`src/rtl/bbqm_pkg.sv`:
```
// Shared widths, limits and count-update decode for the bank queue manager.
// The wait-time lookup imports this package too.
package bbqm_pkg;

  localparam int PCOUNT_W   = 4;
  localparam int TCOUNT_W   = 2;
  localparam int MAX_PEOPLE = 7;

  typedef enum logic [1:0] {
    CNT_HOLD,
    CNT_INC,
    CNT_DEC
  } cnt_op_e;

  // A simultaneous arrival and departure cancel, except at the rails.
  // At the rails the arrival is taken first at empty and the departure first at full.
  function automatic cnt_op_e count_op(input logic arrive, input logic depart,
                                       input logic is_empty, input logic is_full);
    cnt_op_e op;
    op = CNT_HOLD;
    case ({arrive, depart})
      2'b10:   op = is_full  ? CNT_HOLD : CNT_INC;
      2'b01:   op = is_empty ? CNT_HOLD : CNT_DEC;
      2'b11: begin
        if (is_empty)     op = CNT_INC;
        else if (is_full) op = CNT_DEC;
      end
      default: op = CNT_HOLD;
    endcase
    return op;
  endfunction

endpackage

```
`src/rtl/bbqm_sensor_debounce.sv`:
```
// Two-flop synchroniser, consecutive-cycle debounce and rising-edge detector
// for one raw photo-sensor level.
module bbqm_sensor_debounce #(
  parameter int DEBOUNCE_CYCLES = 4
) (
  input  logic clk,
  input  logic rst_n,
  input  logic raw,
  output logic level,
  output logic rise_pulse
);

  localparam int CNT_W = (DEBOUNCE_CYCLES > 1) ? $clog2(DEBOUNCE_CYCLES) : 1;
  localparam logic [CNT_W-1:0] CNT_LAST = CNT_W'(DEBOUNCE_CYCLES - 1);

  logic             r_s1;
  logic             r_s2;
  logic [CNT_W-1:0] r_cnt;
  logic             r_db;
  logic             r_db_q;

  // Any cycle where s2 agrees with the debounced level restarts the count.
  always_ff @(posedge clk or negedge rst_n) begin
    if (!rst_n) begin
      r_s1   <= 1'b0;
      r_s2   <= 1'b0;
      r_cnt  <= '0;
      r_db   <= 1'b0;
      r_db_q <= 1'b0;
    end else begin
      r_s1   <= raw;
      r_s2   <= r_s1;
      r_db_q <= r_db;
      if (r_s2 == r_db) begin
        r_cnt <= '0;
      end else if (r_cnt == CNT_LAST) begin
        r_db  <= r_s2;
        r_cnt <= '0;
      end else begin
        r_cnt <= r_cnt + CNT_W'(1);
      end
    end
  end

  assign level      = r_db;
  assign rise_pulse = r_db & ~r_db_q;

endmodule

```
`src/rtl/bbqm_people_counter.sv`:
```
// Queue occupancy front end: debounced entry/exit events drive a saturating
// people count with full/empty flags and reject pulses; teller switches are synchronised.
module bbqm_people_counter
  import bbqm_pkg::*;
#(
  parameter int DEBOUNCE_CYCLES = 4,
  parameter int MAX_COUNT       = MAX_PEOPLE
) (
  input  logic                clk,
  input  logic                rst_n,
  input  logic                front_sensor,
  input  logic                back_sensor,
  input  logic [TCOUNT_W-1:0] tcount_sw,
  output logic [PCOUNT_W-1:0] Pcount,
  output logic [TCOUNT_W-1:0] Tcount,
  output logic                empty_flag,
  output logic                full_flag,
  output logic                arrive_rej,
  output logic                depart_rej
);

  localparam logic [PCOUNT_W-1:0] MAX_P = PCOUNT_W'(MAX_COUNT);
  localparam int WARM_W = $clog2(DEBOUNCE_CYCLES + 4);
  localparam logic [WARM_W-1:0] WARM = WARM_W'(DEBOUNCE_CYCLES + 3);

  logic                w_front_level;
  logic                w_front_rise;
  logic                w_back_level;
  logic                w_back_rise;
  logic [WARM_W-1:0]   r_warm;
  logic                w_warm_done;
  logic                r_front_armed;
  logic                r_back_armed;
  logic                w_arrive;
  logic                w_depart;
  cnt_op_e             w_op;
  logic [PCOUNT_W-1:0] w_pcount_next;
  logic                w_arej;
  logic                w_drej;
  logic [PCOUNT_W-1:0] r_pcount;
  logic                r_empty;
  logic                r_full;
  logic                r_arej;
  logic                r_drej;
  logic [TCOUNT_W-1:0] r_tsync1;
  logic [TCOUNT_W-1:0] r_tsync2;

  bbqm_sensor_debounce #(.DEBOUNCE_CYCLES(DEBOUNCE_CYCLES)) u_front_db (
    .clk        (clk),
    .rst_n      (rst_n),
    .raw        (front_sensor),
    .level      (w_front_level),
    .rise_pulse (w_front_rise)
  );

  bbqm_sensor_debounce #(.DEBOUNCE_CYCLES(DEBOUNCE_CYCLES)) u_back_db (
    .clk        (clk),
    .rst_n      (rst_n),
    .raw        (back_sensor),
    .level      (w_back_level),
    .rise_pulse (w_back_rise)
  );

  // A sensor held high through reset would otherwise debounce high and look like
  // a fresh arrival; only arm once the debounced level has had time to settle low.
  assign w_warm_done = (r_warm == WARM);

  always_ff @(posedge clk or negedge rst_n) begin
    if (!rst_n) begin
      r_warm        <= '0;
      r_front_armed <= 1'b0;
      r_back_armed  <= 1'b0;
    end else begin
      if (!w_warm_done) r_warm <= r_warm + WARM_W'(1);
      r_front_armed <= r_front_armed | (w_warm_done & ~w_front_level);
      r_back_armed  <= r_back_armed  | (w_warm_done & ~w_back_level);
    end
  end

  assign w_arrive = w_front_rise & r_front_armed;
  assign w_depart = w_back_rise  & r_back_armed;

  always_comb begin
    w_pcount_next = r_pcount;
    w_op          = count_op(w_arrive, w_depart, r_empty, r_full);
    case (w_op)
      CNT_INC: w_pcount_next = r_pcount + PCOUNT_W'(1);
      CNT_DEC: w_pcount_next = r_pcount - PCOUNT_W'(1);
      default: w_pcount_next = r_pcount;
    endcase
    w_arej = w_arrive & ~w_depart & r_full;
    w_drej = w_depart & ~w_arrive & r_empty;
  end

  always_ff @(posedge clk or negedge rst_n) begin
    if (!rst_n) begin
      r_pcount <= '0;
      r_empty  <= 1'b1;
      r_full   <= 1'b0;
      r_arej   <= 1'b0;
      r_drej   <= 1'b0;
      r_tsync1 <= '0;
      r_tsync2 <= '0;
    end else begin
      r_pcount <= w_pcount_next;
      r_empty  <= (w_pcount_next == '0);
      r_full   <= (w_pcount_next == MAX_P);
      r_arej   <= w_arej;
      r_drej   <= w_drej;
      r_tsync1 <= tcount_sw;
      r_tsync2 <= r_tsync1;
    end
  end

  assign Pcount     = r_pcount;
  assign Tcount     = r_tsync2;
  assign empty_flag = r_empty;
  assign full_flag  = r_full;
  assign arrive_rej = r_arej;
  assign depart_rej = r_drej;

endmodule
```
`config.mk`:
```
export PLATFORM = sky130hd
export DESIGN_NAME = bbqm_people_counter
export DESIGN_NICKNAME = d
export VERILOG_FILES = /design/src/rtl/bbqm_pkg.sv /design/src/rtl/bbqm_sensor_debounce.sv /design/src/rtl/bbqm_people_counter.sv
export SDC_FILE = /design/constraint.sdc
export NUM_CORES = 1
export LEC_CHECK = 0
export BUFFER_PORTS_ARGS = -buffer_cell sky130_fd_sc_hd__buf_2
export CORE_MARGIN = 5
export CORE_UTILIZATION = 39
export CTS_CLUSTER_SIZE = 12
export DETAILED_ROUTE_END_ITERATION = 16
export PLACE_DENSITY = 0.59
export SYNTH_ARGS = -nofsm -noshare
export SYNTH_HDL_FRONTEND = slang
export SYNTH_SLANG_ARGS = --single-unit
export TNS_END_PERCENT = 30
```
`constraint.sdc`:
```
create_clock -name clk -period 2.3 [get_ports clk]
set_input_delay 0.115 -clock clk [delete_from_list [all_inputs] [get_ports clk]]
set_output_delay 0.115 -clock clk [all_outputs]
set_load 0.01 [all_outputs]
```
==> results of run 1 <==
-- power by group --
part	internal, mW	switching, mW
logic	0.377	0.383
registers	0.627	0.0987
clock network	0.151	0.156
-- stage by stage --
stage	cell area, sq um	total power, mW	util (%)	setup slack [ps]
finish	1503	1.792	50.04	90.45
global placement	1330	1.386	44.29	21.64
floorplan	1210	1.256	-	45.23
CTS	1478	1.798	49.21	44.07
detailed placement	1330	1.420	44.29	-18.59
global route	1503	1.946	50.04	-72.83
-- layout by cell type, fill, tap and decap left out, types with 2 or more instances in the layout --
cell and count:
sky130_fd_sc_hd__a211oi_2 2, sky130_fd_sc_hd__a21o_1 2, sky130_fd_sc_hd__a21oi_2 2, sky130_fd_sc_hd__buf_2 15
sky130_fd_sc_hd__buf_4 8, sky130_fd_sc_hd__clkbuf_1 2, sky130_fd_sc_hd__clkbuf_4 5, sky130_fd_sc_hd__dfrtp_1 28
sky130_fd_sc_hd__dlygate4sd3_1 5, sky130_fd_sc_hd__ha_1 5, sky130_fd_sc_hd__ha_2 2, sky130_fd_sc_hd__inv_1 6
sky130_fd_sc_hd__mux2_2 3, sky130_fd_sc_hd__nand2_1 7, sky130_fd_sc_hd__nand2b_1 3, sky130_fd_sc_hd__nor2_1 4
sky130_fd_sc_hd__nor2b_1 3, sky130_fd_sc_hd__nor3_1 2, sky130_fd_sc_hd__o21ai_0 3, sky130_fd_sc_hd__o21ai_1 2
sky130_fd_sc_hd__xnor2_1 6
-- registers in the layout, summed over array words and instances (netlist names) --
signal	count
depart_rej	1
u_back_db.level	1
u_front_db.r_db_q	1
Tcount	2
u_front_db.level	1
u_front_db.r_s1	1
u_back_db.r_cnt	2
full_flag	1
r_back_armed	1
u_front_db.r_cnt	2
r_tsync1	2
u_front_db.r_s2	1
Pcount	4
r_warm	3
u_back_db.r_db_q	1
arrive_rej	1
r_front_armed	1
empty_flag	1
u_back_db.r_s2	1
u_back_db.r_s1	1
-- worst max path at each step --
stage	end	cells after the start	slack (ps)
floorplan	empty_flag	12	50
CTS	empty_flag	12	40
detailed placement	empty_flag	12	-20
global route	empty_flag	14	-70
finish	full_flag	10	90
global placement	empty_flag	12	20
-- cell type report --
cell class / count / area (sq um)
inverters: 6 / 22.52
repair buffers: 28 / 185.2
clock buffers: 8 / 58.81
fillers: 276 / 1500
multi-input cells: 59 / 467.9
flip-flops and latches: 29 / 726.9
well taps: 33 / 41.29
-- worst max-delay path, cell delays in order (launching register included) --
cell and delay, ps:
sky130_fd_sc_hd__dfrtp_1 360, sky130_fd_sc_hd__nand2_1 70, sky130_fd_sc_hd__or2_4 240, sky130_fd_sc_hd__a211oi_4 180
sky130_fd_sc_hd__buf_4 140, sky130_fd_sc_hd__ha_1 230, sky130_fd_sc_hd__nand2b_1 80, sky130_fd_sc_hd__a211o_1 330
sky130_fd_sc_hd__and3_2 220, sky130_fd_sc_hd__o21ai_1 150, sky130_fd_sc_hd__a211oi_2 90
-- cell families after synthesis --
kind of cell / Yosys count / share of synthesized area, %
DFF: 29 / 60.46
muxes: 3 / 2.809
adders and majority gates: 7 / 7.284
buffers and inverters: 8 / 3.434
xor gates and xnor gates: 8 / 5.827
AOI/OAI and AO/OA: 15 / 9.053
and+or+nand+nor: 26 / 11.14
-- routing by layer --
metal,up-vias,wire length (um),track usage (%)
met4,0,18,5.440
li1,385,-,-
met3,2,130,6.154
met1,351,816,10.16
met5,-,0,0
met2,17,851,16.43
-- what timing repair did --
| item | in CTS | in global routing |
|---|---|---|
| pin swaps | 4 | 3 |
| buffers inserted | 3 | 2 |
| resized for setup | 4 | 2 |
| endpoints found under the hold margin | 32 | 0 |
| hold buffers | 5 | 0 |
| endpoints found under the setup margin | 1 | 3 |
==> results_tabular.tex, run 1 <==
\begin{tabular}{lr}
\hline
Metric & Value \\
\hline
\multicolumn{2}{l}{\textbf{Timing}} \\
\quad Final-report max-slew violation count & 0 \\
\quad Final clock skew & 6.758 ps \\
\quad Relative slew margins & between 50\% and 60\% \\
\quad Hold Worst Slack & about 340 ps \\
\quad Final Hold Viols & 0 \\
\quad Highest Clock Rate & between 400 and 500 MHz \\
\quad Setup TNS after final layout & 0 ps \\
\quad Worst-margin pin slew & just over 600 ps \\
\quad Period minus WS final & 2210 ps \\
\quad Setup repair after global routing missed its margin & true \\
\quad Final worst-path cycle share & a little over nine tenths \\
\quad Final number of setup-violating endpoints & 0 \\
\multicolumn{2}{l}{\textbf{Drt}} \\
\quad Starting DRC count in detailed routing & a little over 40 \\
\quad Vias post-DR & between 700 and 800 \\
\quad First-pass iteration count of the detailed router & 4 \\
\quad Post-DRT Antenna Nets & 0 \\
\quad Routed wire length & about 1.8 mm \\
\quad Routed wire length per instance & roughly 11 um \\
\quad Via-per-instance ratio & about 4.6 \\
\quad Number of remaining DRC errors & 0 \\
\multicolumn{2}{l}{\textbf{Power}} \\
\quad Peak supply drop & 0.4772 mV \\
\quad Leakage & 0.6783 nW \\
\quad PwrDens & around 1200 mW/mm\^{}2 \\
\multicolumn{2}{l}{\textbf{Final layout}} \\
\quad Synthesis-to-layout area growth & 24.97\% \\
\quad Final Instance Count excl. Fillers & approximately 160 \\
\quad Share of final-layout standard cells stronger than drive strength 1 & around a third \\
\quad Number of diodes added for antenna fixing & 0 \\
\quad Net count of the finished layout & 142 \\
\multicolumn{2}{l}{\textbf{Yosys}} \\
\quad Synthesized net count & about 110 \\
\quad Number of warnings issued by yosys & 0 \\
\quad Proportion of register bits with asynchronous set or reset after synthesis & 100.0\% \\
\quad Distinct cell type count of the synthesized netlist & 29 \\
\quad Synthesized area divided by synthesized cell count & approximately 13 sq um \\
\quad Synth Instances & 96 \\
\quad Library cell with the highest instance count after synthesis & sky130\_fd\_sc\_hd\_\_dfrtp\_1 \\
\quad Area share of the largest cell type after synthesis & between 50\% and 60\% \\
\quad Post-synthesis sequential area ratio & between 60\% and 70\% \\
\quad Number of enable-type register cells in the synthesized netlist & 0 \\
\quad Flops \& latches, synth & 29 \\
\quad Yosys top cell by area & sky130\_fd\_sc\_hd\_\_dfrtp\_1 \\
\quad Main synth FF type & sky130\_fd\_sc\_hd\_\_dfrtp\_1 \\
\quad Leading post-synthesis cells by cell area & sky130\_fd\_sc\_hd\_\_dfrtp\_1, sky130\_fd\_sc\_hd\_\_ha\_1, sky130\_fd\_sc\_hd\_\_xnor2\_1 \\
\quad Netlist area before placement & around 0.0012 sq mm \\
\quad Commonest cells in the netlist & sky130\_fd\_sc\_hd\_\_dfrtp\_1, sky130\_fd\_sc\_hd\_\_ha\_1, sky130\_fd\_sc\_hd\_\_nand2\_1 \\
\multicolumn{2}{l}{\textbf{Clocking}} \\
\quad Clk root buf & sky130\_fd\_sc\_hd\_\_clkbuf\_4 \\
\quad CTS max path bufs & 2 \\
\quad CTS tree & built \\
\quad Clock latency on the worst-skew pair & around 320 ps \\
\quad Total clock sinks & 29 \\
\quad CTS clock-pin slew for the worst setup and hold paths & roughly 80 ps \\
\quad Num CTS Buffers & 5 \\
\quad \# H-tree levels & 2 \\
\multicolumn{2}{l}{\textbf{Setup path}} \\
\quad CP arrival & around 2400 ps \\
\quad Capturing point of the worst reg2reg path & full\_flag \\
\quad Depth of the worst register-to-register path & 10 \\
\quad Kind of critical path & flop to flop \\
\quad Worst R2R Setup Slack & between 90 and 100 ps \\
\quad Critical path origin & r\_back\_armed \\
\quad R2R Path Start & r\_back\_armed \\
\quad Worst Path Max Fanout & 5 \\
\quad Critical path capture point type & flop \\
\quad Required time of the critical path & 2500 ps \\
\quad CP Launch Type & flop \\
\multicolumn{2}{l}{\textbf{Global route}} \\
\quad Leftover overflow at the end of global routing & 0 \\
\quad Initial antenna violation count & 0 \\
\quad Global-route wire length before repair & around 3.2 mm \\
\quad Largest net degree at the start of global routing & 30 \\
\quad Via count of the first global-routing pass & roughly 770 \\
\quad All-Layer GR Usage & around 10\% \\
\multicolumn{2}{l}{\textbf{Floorplanning}} \\
\quad Die Area & around 0.0043 sq mm \\
\quad Overall die width & about 66 um \\
\quad Total I/O pin count & 16 \\
\quad Die height & about 66 um \\
\quad Effective utilization at floorplan & 40.04\% \\
\quad Floorplan core area & 0.003003 sq mm \\
\quad Row cnt & 20 \\
\multicolumn{2}{l}{\textbf{Place}} \\
\quad I/O Buffers & 15 \\
\quad Placed Cells incl. Taps & 145 \\
\quad Final weighted congestion in routability-driven placement & between 0.7 and 0.8 \\
\multicolumn{2}{l}{\textbf{Run status}} \\
\quad Result of the run & finished clean \\
\multicolumn{2}{l}{\textbf{Min path}} \\
\quad Class of the tightest hold or removal check & primary input to asynchronous set/reset pin \\
\multicolumn{2}{l}{\textbf{Flow run}} \\
\quad Reported max-cap violation count & 0 \\
\hline
\end{tabular}
No activity file was read; power rests on OpenSTA's default activity.
==> run 2, diff against run 1 <==
CTS_BUF_LIST = sky130_fd_sc_hd__clkbuf_2   (was unset)
CTS_CLUSTER_SIZE = 28   (was 12)
==> run 2 against run 1 <==
- clock-buffer cell count down 1
- cell area down 1.3%
- critical path depth unchanged
- critical path type unchanged
- final cell count unchanged
- combinational power about the same
- setup slack worse by 21 ps
- largest power group unchanged
- non-clock buffer count unchanged
- worst hold slack worse by 46 ps
- via count down 0.26%
- register-to-register slack worse by 20 ps
- first-iteration DRC count down 7.3%
==> results_tabular.tex, run 2 (synthesis results as in run 1) <==
\begin{tabular}{lr}
\hline
Metric & Value \\
\hline
\multicolumn{2}{l}{\textbf{Floorplanning}} \\
\quad Die height & 65.53 um (unchanged) \\
\quad Total I/O pin count & 16 (unchanged) \\
\quad Overall die width & 65.53 um (unchanged) \\
\quad Row cnt & 20 (unchanged) \\
\quad Die Area & 0.004294 sq mm (unchanged) \\
\quad Effective utilization at floorplan & 40.04\% (unchanged) \\
\quad Floorplan core area & 0.003003 sq mm (unchanged) \\
\multicolumn{2}{l}{\textbf{Clocking}} \\
\quad CTS clock-pin slew for the worst setup and hold paths & 140 ps (+60 ps) \\
\quad CTS tree & built \\
\quad Total clock sinks & 29 (unchanged) \\
\quad Clock latency on the worst-skew pair & 350 ps (+30 ps) \\
\quad Clk root buf & sky130\_fd\_sc\_hd\_\_clkbuf\_2 \\
\quad \# H-tree levels & 2 (unchanged) \\
\quad CTS max path bufs & 2 (unchanged) \\
\quad Num CTS Buffers & 5 (unchanged) \\
\multicolumn{2}{l}{\textbf{Run status}} \\
\quad Result of the run & finished clean \\
\multicolumn{2}{l}{\textbf{Place}} \\
\quad I/O Buffers & 15 (unchanged) \\
\quad Final weighted congestion in routability-driven placement & 0.7234 (unchanged) \\
\quad Dpl cell area & 0.001330 sq mm (unchanged) \\
\multicolumn{2}{l}{\textbf{Setup path}} \\
\quad Depth of the worst register-to-register path & 10 (unchanged) \\
\quad CP Launch Type & flop \\
\quad Worst R2R Setup Slack & 70 ps (-20 ps) \\
\quad Capturing point of the worst reg2reg path & full\_flag \\
\quad Required time of the critical path & 2540 ps (+40 ps) \\
\quad Kind of critical path & flop to flop \\
\quad Critical path capture point type & flop \\
\quad Worst Path Max Fanout & 5 (unchanged) \\
\quad R2R Path Start & r\_back\_armed \\
\quad CP arrival & 2470 ps (+60 ps) \\
\multicolumn{2}{l}{\textbf{Final layout}} \\
\quad Most common cell after layout, fill and taps aside & sky130\_fd\_sc\_hd\_\_dfrtp\_1 \\
\quad Multi-input gate area & 467.9 sq um (unchanged) \\
\quad Leading cell types in the layout, fill and taps excluded & sky130\_fd\_sc\_hd\_\_dfrtp\_1, sky130\_fd\_sc\_hd\_\_buf\_2, sky130\_fd\_sc\_hd\_\_buf\_4, sky130\_fd\_sc\_hd\_\_nand2\_1, sky130\_fd\_sc\_hd\_\_clkbuf\_2 \\
\quad Post-route cell area & 0.001483 sq mm (-1.3\%) \\
\quad Share of final-layout standard cells stronger than drive strength 1 & 35.38\% (+0.77 points) \\
\quad Count of fill cells added during filler insertion & 279 (+1.1\%) \\
\quad Synthesis-to-layout area growth & 23.31\% \\
\quad Largest register FFs & 4 (unchanged) \\
\quad Number of diodes added for antenna fixing & 0 (unchanged) \\
\quad Net count of the finished layout & 142 (unchanged) \\
\quad Register area & 726.9 sq um (unchanged) \\
\multicolumn{2}{l}{\textbf{Drt}} \\
\quad Number of remaining DRC errors & 0 (unchanged) \\
\quad Routed wire length per instance & 11.22 um (+0.66\%) \\
\quad Routed wire length & 1.829 mm (+0.66\%) \\
\quad Post-DRT Antenna Nets & 0 (unchanged) \\
\quad Vias post-DR & 753 (-0.26\%) \\
\quad Via-per-instance ratio & 4.620 (-0.26\%) \\
\quad First-pass iteration count of the detailed router & 4 (unchanged) \\
\quad Starting DRC count in detailed routing & 38 (-7.3\%) \\
\multicolumn{2}{l}{\textbf{Timing}} \\
\quad Setup repair after global routing missed its margin & true \\
\quad Highest Clock Rate & 448.3 MHz (-0.96\%) \\
\quad Final worst-path cycle share & 96.99\% (+0.93 points) \\
\quad Hold Worst Slack & 294.5 ps (-45.59 ps) \\
\quad Relative slew margins & 58.89\% (about the same) \\
\quad Final-report max-slew violation count & 0 (unchanged) \\
\quad Worst-margin pin slew & 616.7 ps (-0.2246 ps) \\
\quad Final Hold Viols & 0 (unchanged) \\
\quad Period minus WS final & 2231 ps (+21.31 ps) \\
\quad Final number of setup-violating endpoints & 0 (unchanged) \\
\quad Final clock skew & 23.67 ps (+16.91 ps) \\
\multicolumn{2}{l}{\textbf{Power}} \\
\quad Leakage & 0.6764 nW (-0.28\%) \\
\quad PwrDens & 1163 mW/mm\^{}2 (-2.5\%) \\
\quad Peak supply drop & 0.4060 mV (-15\%) \\
\multicolumn{2}{l}{\textbf{Global route}} \\
\quad Initial antenna violation count & 0 (unchanged) \\
\quad Largest net degree at the start of global routing & 30 (unchanged) \\
\quad Global-route wire length before repair & 3.153 mm (-0.22\%) \\
\quad Via count of the first global-routing pass & 762 (-0.52\%) \\
\quad Leftover overflow at the end of global routing & 0 (unchanged) \\
\quad All-Layer GR Usage & 10.00\% (-0.18 points) \\
\multicolumn{2}{l}{\textbf{Flow run}} \\
\quad Reported max-cap violation count & 0 (unchanged) \\
\multicolumn{2}{l}{\textbf{Min path}} \\
\quad Class of the tightest hold or removal check & primary input to asynchronous set/reset pin \\
\hline
\end{tabular}
==> run 2: repair_timing <==
| item | 4_1_cts | 5_1_grt |
|---|---|---|
| hold buffers | 5 | 0 |
| endpoints found under the setup margin | 1 | 3 |
| resized for setup | 4 | 2 |
| buffers inserted | 3 | 2 |
| pin swaps | 4 | 3 |
| endpoints found under the hold margin | 32 | 0 |
==> run 2: where the power goes <==
part	internal (mW)	leakage (nW)	switching [mW]	total, mW
combinational	0.377	0.308	0.383	0.760
sequential	0.627	0.338	0.0987	0.725
clock	0.0814	0.0306	0.157	0.239
total	1.08	0.676	0.639	1.72
==> run 2: worst max-delay path: stages (launching register included) <==
cell and delay (ps):
sky130_fd_sc_hd__dfrtp_1 380, sky130_fd_sc_hd__nand2_1 70, sky130_fd_sc_hd__or2_4 240, sky130_fd_sc_hd__a211oi_4 180
sky130_fd_sc_hd__buf_4 140, sky130_fd_sc_hd__ha_1 230, sky130_fd_sc_hd__nand2b_1 80, sky130_fd_sc_hd__a211o_1 330
sky130_fd_sc_hd__and3_2 220, sky130_fd_sc_hd__o21ai_1 150, sky130_fd_sc_hd__a211oi_2 90
==> run 2: layout make-up <==
class                           count  share of cell area (%)
Timing Repair Buffer               28                   12.49
Clock inverter                      1                  0.2532
Clock buffer                        7                   2.363
Inverter                            6                   1.519
Multi-Input combinational cell     59                   31.56
Sequential cell                    29                   49.03
Tap cell                           33                   2.785
==> run 2: layer usage <==
layer | part of all wire, % | up-vias | global-route usage [%]
met1 | 45 | 348 | 10.27
met3 | 7.1 | 4 | 5.641
met4 | 1.5 | 0 | 4.663
met5 | 0 | - | 0
li1 | - | 384 | -
met2 | 46 | 17 | 16.43
==> run 2: how the worst max path moves through the flow <==
stage / from / end
global placement: r_back_armed / empty_flag
finish: r_back_armed / full_flag
global route: r_back_armed / empty_flag
floorplan: u_back_db.level / empty_flag
detailed placement: r_back_armed / empty_flag
CTS: u_back_db.level / empty_flag
==> run 2: through the flow <==
step                worst slack, ps  instances  power, mW  setup TNS, ps  util (%)
finish                        69.14        163      1.724              0     49.38
global route                 -101.9        163      1.875         -170.8     49.38
CTS                           27.47        161      1.727              0     48.54
detailed placement           -18.59        145      1.420         -18.59     44.29
global placement              21.64        145      1.386              0     44.29
floorplan                     45.23         96      1.256              0         -
==> run 3, diff against run 2 <==
RECOVER_POWER = 100   (was unset)
==> run 3 against run 2 <==
- final cell count unchanged
- setup slack worse by 2.3 ps
- global-route usage unchanged
- clock power about the same
- maximum frequency down 0.10%
- first-iteration DRC count unchanged
- clock skew about the same
- power down 0.79%
- sequential power about the same
- combinational power down 2%
- sequential cell count unchanged
- register-to-register slack about the same
==> results_tabular.tex, run 3 (synthesis results as in run 1) <==
\begin{tabular}{lr}
\hline
Metric & Value \\
\hline
\multicolumn{2}{l}{\textbf{Run status}} \\
\quad Result of the run & finished clean \\
\multicolumn{2}{l}{\textbf{Setup path}} \\
\quad Depth of the worst register-to-register path & 10 (unchanged) \\
\quad Kind of critical path & flop to flop \\
\quad CP arrival & 2470 ps (about the same) \\
\quad Worst R2R Setup Slack & 70 ps (about the same) \\
\quad CP Launch Type & flop \\
\quad Worst path max stage delay & 380 ps (about the same) \\
\quad R2R Path Start & r\_back\_armed \\
\quad Critical path capture point type & flop \\
\quad Ordered list of cells on the worst path & nand2\_1, or2\_4, a211oi\_4, buf\_4, ha\_1, nand2b\_1, a211o\_1, and3\_2, o21ai\_1, a211oi\_2 \\
\quad Slowest stage cell, crit path & sky130\_fd\_sc\_hd\_\_dfrtp\_1 \\
\quad Capturing point of the worst reg2reg path & full\_flag \\
\quad Worst Path Max Fanout & 5 (unchanged) \\
\quad Required time of the critical path & 2540 ps (about the same) \\
\multicolumn{2}{l}{\textbf{Power}} \\
\quad Total chip power & 1.710 mW (-0.79\%) \\
\quad Fraction of power consumed by the clock network & 14.0\% (about the same) \\
\quad Switching share of power & 37.32\% (+0.25 points) \\
\quad Combinational share of power & 43.6\% (-0.5 points) \\
\quad PwrDens & 1160 mW/mm\^{}2 (-0.20\%) \\
\quad Switching component of the power & 0.6382 mW (-0.11\%) \\
\quad Internal power summed over all cells & 1.072 mW (-1.2\%) \\
\quad Peak supply drop & 0.4059 mV (about the same) \\
\quad Sequential share of power & 42.4\% (+0.3 points) \\
\quad Leakage & 0.6659 nW (-1.6\%) \\
\multicolumn{2}{l}{\textbf{Clocking}} \\
\quad Total clock sinks & 29 (unchanged) \\
\quad Clock latency on the worst-skew pair & 350 ps (about the same) \\
\quad CTS max path bufs & 2 (unchanged) \\
\quad \# H-tree levels & 2 (unchanged) \\
\quad CTS tree & built \\
\quad Clk root buf & sky130\_fd\_sc\_hd\_\_clkbuf\_2 \\
\quad CTS clock-pin slew for the worst setup and hold paths & 140 ps (about the same) \\
\quad Num CTS Buffers & 5 (unchanged) \\
\multicolumn{2}{l}{\textbf{Floorplanning}} \\
\quad Overall die width & 65.53 um (unchanged) \\
\quad Effective utilization at floorplan & 40.04\% (unchanged) \\
\quad Floorplan core area & 0.003003 sq mm (unchanged) \\
\quad Die height & 65.53 um (unchanged) \\
\quad Die Area & 0.004294 sq mm (unchanged) \\
\quad Row cnt & 20 (unchanged) \\
\quad Total I/O pin count & 16 (unchanged) \\
\multicolumn{2}{l}{\textbf{Global route}} \\
\quad All-Layer GR Usage & 10.00\% (unchanged) \\
\quad Initial antenna violation count & 0 (unchanged) \\
\quad Leftover overflow at the end of global routing & 0 (unchanged) \\
\quad Global-route wire length before repair & 3.153 mm (unchanged) \\
\quad Largest net degree at the start of global routing & 30 (unchanged) \\
\quad Via count of the first global-routing pass & 762 (unchanged) \\
\multicolumn{2}{l}{\textbf{Timing}} \\
\quad Worst-margin pin slew & 1477 ps (+860.1 ps) \\
\quad Final Hold Viols & 0 (unchanged) \\
\quad Final clock skew & 23.62 ps (-0.05580 ps) \\
\quad Final-report max-slew violation count & 0 (unchanged) \\
\quad Period minus WS final & 2233 ps (+2.250 ps) \\
\quad Final worst slack & 66.89 ps (-2.250 ps) \\
\quad Setup TNS after final layout & 0 ps (unchanged) \\
\quad Final number of setup-violating endpoints & 0 (unchanged) \\
\quad Relative slew margins & 1.551\% (-57 points) \\
\quad Final worst-path cycle share & 97.09\% (+0.098 points) \\
\quad Highest Clock Rate & 447.8 MHz (-0.10\%) \\
\quad Hold Worst Slack & 339.1 ps (+44.62 ps) \\
\quad Setup repair after global routing missed its margin & true \\
\multicolumn{2}{l}{\textbf{Final layout}} \\
\quad Count of fill cells added during filler insertion & 279 (unchanged) \\
\quad Largest register FFs & 4 (unchanged) \\
\quad Most common cell after layout, fill and taps aside & sky130\_fd\_sc\_hd\_\_dfrtp\_1 \\
\quad Share of final-layout standard cells stronger than drive strength 1 & 33.08\% (-2.3 points) \\
\quad Synthesis-to-layout area growth & 22.58\% \\
\quad Leading cell types in the layout, fill and taps excluded & sky130\_fd\_sc\_hd\_\_dfrtp\_1, sky130\_fd\_sc\_hd\_\_buf\_2, sky130\_fd\_sc\_hd\_\_nand2\_1, sky130\_fd\_sc\_hd\_\_clkbuf\_2 \\
\quad Number of diodes added for antenna fixing & 0 (unchanged) \\
\quad Final Instance Count excl. Fillers & 163 (unchanged) \\
\quad Net count of the finished layout & 142 (unchanged) \\
\multicolumn{2}{l}{\textbf{Place}} \\
\quad Pre-CTS setup slack & -18.59 ps (unchanged) \\
\quad Final weighted congestion in routability-driven placement & 0.7234 (unchanged) \\
\quad Placed Cells incl. Taps & 145 (unchanged) \\
\quad I/O Buffers & 15 (unchanged) \\
\multicolumn{2}{l}{\textbf{Min path}} \\
\quad Class of the tightest hold or removal check & flop to flop \\
\quad Worst hold path startpoint & r\_tsync1[0] \\
\quad Number of cells on the worst hold path & 0 \\
\quad Worst min-delay path endpoint & Tcount[0] \\
\multicolumn{2}{l}{\textbf{Drt}} \\
\quad Routed wire length & 1.823 mm (-0.33\%) \\
\quad Vias post-DR & 754 (+0.13\%) \\
\quad Starting DRC count in detailed routing & 38 (unchanged) \\
\quad Routed wire length per instance & 11.18 um (-0.33\%) \\
\quad First-pass iteration count of the detailed router & 4 (unchanged) \\
\quad Number of remaining DRC errors & 0 (unchanged) \\
\quad Via-per-instance ratio & 4.626 (+0.13\%) \\
\quad Post-DRT Antenna Nets & 0 (unchanged) \\
\multicolumn{2}{l}{\textbf{Flow run}} \\
\quad Reported max-cap violation count & 0 (unchanged) \\
\hline
\end{tabular}
[run 3: changes by cell type in the layout (fill, tap and decap cells not counted), sizes merged]
cell	delta
buf	-3
clkbuf	+3
[run 3: stage by stage]
stage	instance area [sq um]	utilization, %
2_1_floorplan	1210	-
3_3_place_gp	1330	44.29
3_5_place_dp	1330	44.29
4_1_cts	1458	48.54
5_1_grt	1474	49.08
6_report	1474	49.08
[run 3: power groups by stage]
stage               combinational (mW)  sequential (mW)  clock [mW]
floorplan                        0.526            0.730           0
global placement                 0.664            0.722           0
detailed placement               0.692            0.727           0
CTS                              0.753            0.722       0.252
global route                     0.839            0.744       0.279
finish                           0.746            0.725       0.239
[run 3: critical path, delay by kind of cell (launching register included)]
family / cells / cell delay, ps
AO/OA/AOI/OAI: 4 / 750
adder cells (fa/ha/maj): 1 / 230
buffers and inverters: 1 / 140
flip-flops: 1 / 380
AND/OR/NAND/NOR: 4 / 620
[run 3: metal layers]
layer / global-route usage (%) / vias up / part of all wire [%]
li1: - / 385 / -
met1: 10.27 / 348 / 45
met2: 16.43 / 17 / 47
met3: 5.641 / 4 / 7.1
met4: 4.663 / 0 / 1.5
met5: 0 / - / 0
[run 3: final cells by class]
class | instances | area [sq um] | area share [%]
Clock buffer | 7 | 35.03 | 2.377
Inverter | 6 | 22.52 | 1.528
Timing Repair Buffer | 28 | 176.4 | 11.97
Clock inverter | 1 | 3.754 | 0.2547
Multi-Input combinational cell | 59 | 467.9 | 31.75
Sequential cell | 29 | 726.9 | 49.32
Tap cell | 33 | 41.29 | 2.801
[run 3: worst max path at each step]
stage / from / to / slack (ps)
6_report: r_back_armed / full_flag / 70
5_1_grt: r_back_armed / empty_flag / -100
4_1_cts: u_back_db.level / empty_flag / 30
3_5_place_dp: r_back_armed / empty_flag / -20
3_3_place_gp: r_back_armed / empty_flag / 20
2_1_floorplan: u_back_db.level / empty_flag / 50
[run 3: repair_timing]
action	in CTS	in global routing
hold buffers	5	0
setup buffers	3	2
pin swaps	4	3
endpoints found under the setup margin	1	3
endpoints found under the hold margin	32	0
gates resized for setup	4	2
